$ cat config.mk
export PLATFORM = sky130hd
export DESIGN_NAME = layer_stream_serializer
export DESIGN_NICKNAME = d
export VERILOG_FILES = /design/src/rtl/layer_stream_serializer.sv
export SDC_FILE = /design/constraint.sdc
export NUM_CORES = 1
export LEC_CHECK = 0
export BUFFER_PORTS_ARGS = -buffer_cell sky130_fd_sc_hd__buf_2
export CAP_MARGIN = 20
export CORE_AREA = 10 10 184 186
export CTS_CLUSTER_SIZE = 12
export DETAILED_ROUTE_END_ITERATION = 8
export DIE_AREA = 0 0 194 196
export HOLD_SLACK_MARGIN = 0.12
export PLACE_DENSITY = 0.73
export SYNTH_ARGS = -nofsm -noshare
export SYNTH_HDL_FRONTEND = slang
export SYNTH_SLANG_ARGS = --single-unit
$ cat constraint.sdc
create_clock -name clk -period 23.1 [get_ports clk]
set_clock_uncertainty 0.2 [all_clocks]
set_input_delay 1.155 -clock clk [delete_from_list [all_inputs] [get_ports clk]]
set_output_delay 1.155 -clock clk [all_outputs]
set_load 0.01 [all_outputs]
$ cat src/rtl/layer_stream_serializer.sv
// layer_stream_serializer
//   Captures one full layer output vector (NUM_CH values) into a two-entry ping-pong buffer
//   and streams it downstream one value per beat with valid/ready handshaking. The next
//   vector can be captured while the current one drains. Vectors that arrive with no free
//   buffer are dropped and accounted for in a sticky flag plus a saturating counter.
//
// Ports
//   clk            clock, all flops on posedge
//   rst            asynchronous active-high reset
//   i_valid        single-cycle pulse: i_data holds a full vector
//   i_data         vector, channel c = i_data[c*DATA_WIDTH +: DATA_WIDTH]
//   o_data         current beat value
//   o_valid        beat valid
//   o_last         final beat of a vector
//   i_ready        downstream accepts the beat
//   o_busy         at least one buffer occupied
//   o_overflow     sticky: a vector was dropped
//   o_drop_cnt     saturating count of dropped vectors
//   i_clr_overflow clears o_overflow and o_drop_cnt (a same-cycle drop takes priority)
module layer_stream_serializer #(
    parameter int unsigned DATA_WIDTH = 16,
    parameter int unsigned NUM_CH     = 10,
    parameter bit          LSB_FIRST  = 1'b1
) (
    input  logic                         clk,
    input  logic                         rst,
    input  logic                         i_valid,
    input  logic [NUM_CH*DATA_WIDTH-1:0] i_data,
    output logic [DATA_WIDTH-1:0]        o_data,
    output logic                         o_valid,
    output logic                         o_last,
    input  logic                         i_ready,
    output logic                         o_busy,
    output logic                         o_overflow,
    output logic [7:0]                   o_drop_cnt,
    input  logic                         i_clr_overflow
);

    localparam int unsigned   BeatW    = (NUM_CH > 1) ? $clog2(NUM_CH) : 1;
    localparam logic [BeatW-1:0] LastBeat = BeatW'(NUM_CH - 1);

    logic [NUM_CH*DATA_WIDTH-1:0] vec_q [2];
    logic                         wr_ptr_q, wr_ptr_d;
    logic                         rd_ptr_q, rd_ptr_d;
    logic [1:0]                   occ_q, occ_d;
    logic [BeatW-1:0]             beat_q, beat_d;
    logic                         ovf_q, ovf_d;
    logic [7:0]                   cnt_q, cnt_d;

    logic                         xfer;
    logic                         last_xfer;
    logic                         accept;
    logic                         drop;
    logic [BeatW-1:0]             ch;
    logic [NUM_CH*DATA_WIDTH-1:0] cur_vec;

    assign xfer      = o_valid && i_ready;
    assign last_xfer = xfer && (beat_q == LastBeat);
    // A full buffer pair can still take a vector when the oldest one frees up this cycle.
    assign accept    = i_valid && ((occ_q != 2'd2) || last_xfer);
    assign drop      = i_valid && !accept;

    always_comb begin
        wr_ptr_d = wr_ptr_q;
        rd_ptr_d = rd_ptr_q;
        occ_d    = occ_q;
        beat_d   = beat_q;
        ovf_d    = ovf_q;
        cnt_d    = cnt_q;

        if (accept) begin
            wr_ptr_d = ~wr_ptr_q;
        end

        if (xfer) begin
            if (beat_q == LastBeat) begin
                beat_d   = '0;
                rd_ptr_d = ~rd_ptr_q;
            end else begin
                beat_d = beat_q + BeatW'(1);
            end
        end

        if (accept && !last_xfer) begin
            occ_d = occ_q + 2'd1;
        end else if (!accept && last_xfer) begin
            occ_d = occ_q - 2'd1;
        end

        if (drop) begin
            ovf_d = 1'b1;
            if (i_clr_overflow) begin
                cnt_d = 8'd1;
            end else if (cnt_q != 8'hFF) begin
                cnt_d = cnt_q + 8'd1;
            end
        end else if (i_clr_overflow) begin
            ovf_d = 1'b0;
            cnt_d = 8'd0;
        end
    end

    always_ff @(posedge clk or posedge rst) begin
        if (rst) begin
            vec_q[0] <= '0;
            vec_q[1] <= '0;
            wr_ptr_q <= 1'b0;
            rd_ptr_q <= 1'b0;
            occ_q    <= 2'd0;
            beat_q   <= '0;
            ovf_q    <= 1'b0;
            cnt_q    <= 8'd0;
        end else begin
            if (accept) begin
                vec_q[wr_ptr_q] <= i_data;
            end
            wr_ptr_q <= wr_ptr_d;
            rd_ptr_q <= rd_ptr_d;
            occ_q    <= occ_d;
            beat_q   <= beat_d;
            ovf_q    <= ovf_d;
            cnt_q    <= cnt_d;
        end
    end

    // Outputs decode registers only; buffers clear on reset so o_data reads 0 then.
    always_comb begin
        ch      = LSB_FIRST ? beat_q : (LastBeat - beat_q);
        cur_vec = vec_q[rd_ptr_q];
        o_data  = '0;
        for (int unsigned c = 0; c < NUM_CH; c++) begin
            if (ch == BeatW'(c)) begin
                o_data = cur_vec[c*DATA_WIDTH +: DATA_WIDTH];
            end
        end
    end

    assign o_valid    = (occ_q != 2'd0);
    assign o_busy     = (occ_q != 2'd0);
    assign o_last     = o_valid && (beat_q == LastBeat);
    assign o_overflow = ovf_q;
    assign o_drop_cnt = cnt_q;

endmodule

==> reports/qor.yml <==
floorplan:
  ios: 193
  die_area_um2: 38020
  die_h_um: 196
  rows: 64
  design.core.area_um2: 30270
  chipWidth_um: 194
  initial_core_util: 0.5226
power:
  p_total_w: 0.002761
  vdd_ir_drop_max_v: 0.00009408
  p_int_w: 0.001770
  seqPwrFrac: 0.388
  p_leak_nw: 8.040
  powerDensity_nw_per_um2: 152.3
  combPwrFrac: 0.403
  p_sw_w: 0.0009907
  p_clk_frac: 0.209
  p_sw_frac: 0.3588
clocking:
  cts_tree: "yes"
  cts_setup_buffers: 0
  htree_num_levels: 2
  clk_pin_slew_ns: 0.06
  cts_buffers: 38
  cts.sinks: 337
  cts_hold_buf: 0
  cts_resized: 0
  max-clock-path-buffers: 3
  insertion_delay_ns: 0.52
  cts_root_buf: "clkbuf_16"
detailed_routing:
  dr.pass1.iters: 5
  route.detailed.drc: 0
  drt-vias-per-instance: 5.863
  wl_um: 40970
  postRouteAntennaNets: 0
  dr_total_vias: 10140
  initialDrtViolationCount: 753
  wire_per_inst_um: 23.68
global_routing:
  grt_pass1_wl_um: 63070
  antenna_found_initial: 5
  use_met1: 0.2799
  grt_pass1_vias: 10660
  use_met3: 0.05183
  grt_usage: 0.2096
  grt_max_degree: 117
  grt.busiest_layer: "met2"
  overflow: 0
  met2_usage: 0.3226
placed_design:
  io_buffers: 192
  place_hpwl_um: 29130
  globalplace.congestion: 0.9370
  dpl_cell_area_um2: 16870
yosys:
  synthCells: 1142
  ys_warn_count: 0
  synth_ff_type: "dfrtp_1"
  yosysTopAreaCell: "dfrtp_1"
  synth_nets: 1309
  async_flop_share: 1.000
  ys_seq_elements: 337
  yosysSeqAreaShare: 0.5331
  synth.avg_cell_area_um2: 13.85
  synthesis.area_um2: 15820
  yosysUniqueCellTypes: 49
  synth_area_leaders: "dfrtp_1, mux2_1, mux2_2"
  synth_top_area_share: 0.5331
  synth_edf_count: 0
critical_path:
  critPathRequiredTime_ns: 21.75
  setup.worst_path.class: "flop to primary output"
  cp.arrival_ns: 4.49
  end_kind: "primary output"
  cp-start-kind: "flop"
  critical_path.max_fanout: 60
timing:
  rsz0062_at_grt: "false"
  final_hold_viol_count: 0
  fin_tns_setup_ns: 0
  fmax_mhz: 171.2
  setup_viol: 0
  max_slew_margin: 0.2486
  layout_worst_path_cycle_share: 0.2529
  drv_slew: 0
  worst_slew_pin_slew_ns: 1.127
  min_period_ns: 5.842
flow_run:
  max_cap_violations: 0
final_layout:
  area_delta_synth_final_pct: 14.61
  nNetsFinal: 1473
  layout_common_cells: "dfrtp_1, mux2_1, buf_2, mux2_2, mux2i_1"
  stdcell_area_um2: 18130
  drive_gt1_frac: 0.3140
  final_common_cell: "dfrtp_1"
hold_path:
  hold_path.class: "flop to flop"
run_status:
  status: "finished clean"
-- logic make-up after synthesis --
logic type / Yosys count / synth area share
AO/OA/AOI/OAI: 131 / 0.06067
flip-flops: 337 / 0.5331
multiplexers: 480 / 0.3316
XOR/XNOR: 13 / 0.007198
buffers and inverters: 86 / 0.03401
AND/OR/NAND/NOR: 93 / 0.03188
adder cells (fa/ha/maj): 2 / 0.001582
-- synthesized netlist by cell type, types with 2 or more instances --
library cell and instances:
clkbuf_1 8, o32ai_1 3, nor3_1 3, nand2_1 30, buf_2 43, a211o_1 7, buf_6 14, xnor2_1 8
o21ai_0 8, ha_1 2, mux2_2 142, or2_2 3, mux2_1 200, o22ai_1 47, a32o_1 8, buf_1 2
nand2b_1 6, nor3b_1 2, inv_1 4, nor2_1 18, a211oi_1 30, xor2_1 5, nor4_2 2, a22o_1 8
o21a_1 2, or4b_1 3, dfrtp_1 337, buf_4 15, nand3_1 4, mux2i_1 137, a21oi_1 3, nor2b_1 12
a221oi_1 9, nor3_2 2
-- per-stage QoR --
stage | utilization | worst slack, ns | hold WS, ns | cells
3_3_place_gp | 0.5575 | 17.95 | 0.2590 | 1660
4_1_cts | 0.5969 | 17.28 | 0.2845 | 1725
5_1_grt | 0.5990 | 17.14 | 0.2961 | 1730
2_1_floorplan | - | 12.41 | 0.2495 | 1142
3_5_place_dp | 0.5575 | 17.83 | 0.2706 | 1660
6_report | 0.5990 | 17.26 | 0.2813 | 1730
-- area by class of cell --
type	instances	area, µm²
antenna	3	7.507
inverter	4	22.52
clock inverter	10	98.84
timing repair buffer	206	1106
sequential	337	8437
clock buffer	55	1095
fill	2409	12140
tap	396	495.5
multi-input combinational	719	6868
-- registers in the layout, summed over array words and instances, names as in the netlist --
register    count
occ_q           2
rd_ptr_q        1
o_overflow      1
beat_q          4
vec_q         320
wr_ptr_q        1
o_drop_cnt      8
-- worst max-delay path: stages (launching register included) --
cell,delay (ns)
dfrtp_4,0.77
buf_4,0.59
buf_4,0.91
mux2i_1,0.22
o22ai_1,0.21
o32ai_1,0.12
a221oi_1,0.76
a211o_1,0.17
buf_2,0.13
-- power groups by stage --
stage                     combinational [W]  clock (W)  sequential [W]
after floorplan                    0.000858          0         0.00100
after global placement              0.00107          0         0.00106
after detailed placement            0.00110          0         0.00108
after CTS                           0.00111   0.000587         0.00107
after global routing                0.00119   0.000613         0.00111
final                               0.00111   0.000577         0.00107
-- path summary, 6_finish.rpt --
check,from,endpoint,slack [ns],cells past startpoint
min reg2reg,vec_q[259],vec_q[259],0.28,1
min in group asynchronous,rst,o_drop_cnt[7],0.53,2
max reg2reg,beat_q[1],vec_q[228],18.63,6
max in group asynchronous,rst,vec_q[182],19.04,6
min,vec_q[259],vec_q[259],0.28,1
max,rd_ptr_q,o_data[13],17.26,8
-- per-layer routing --
metal	up-vias	wire [µm]
met5	-	13
met3	75	2634
met1	5226	17990
met4	2	1506
li1	4548	-
met2	292	18820
Power figures use the tool's default switching activity.
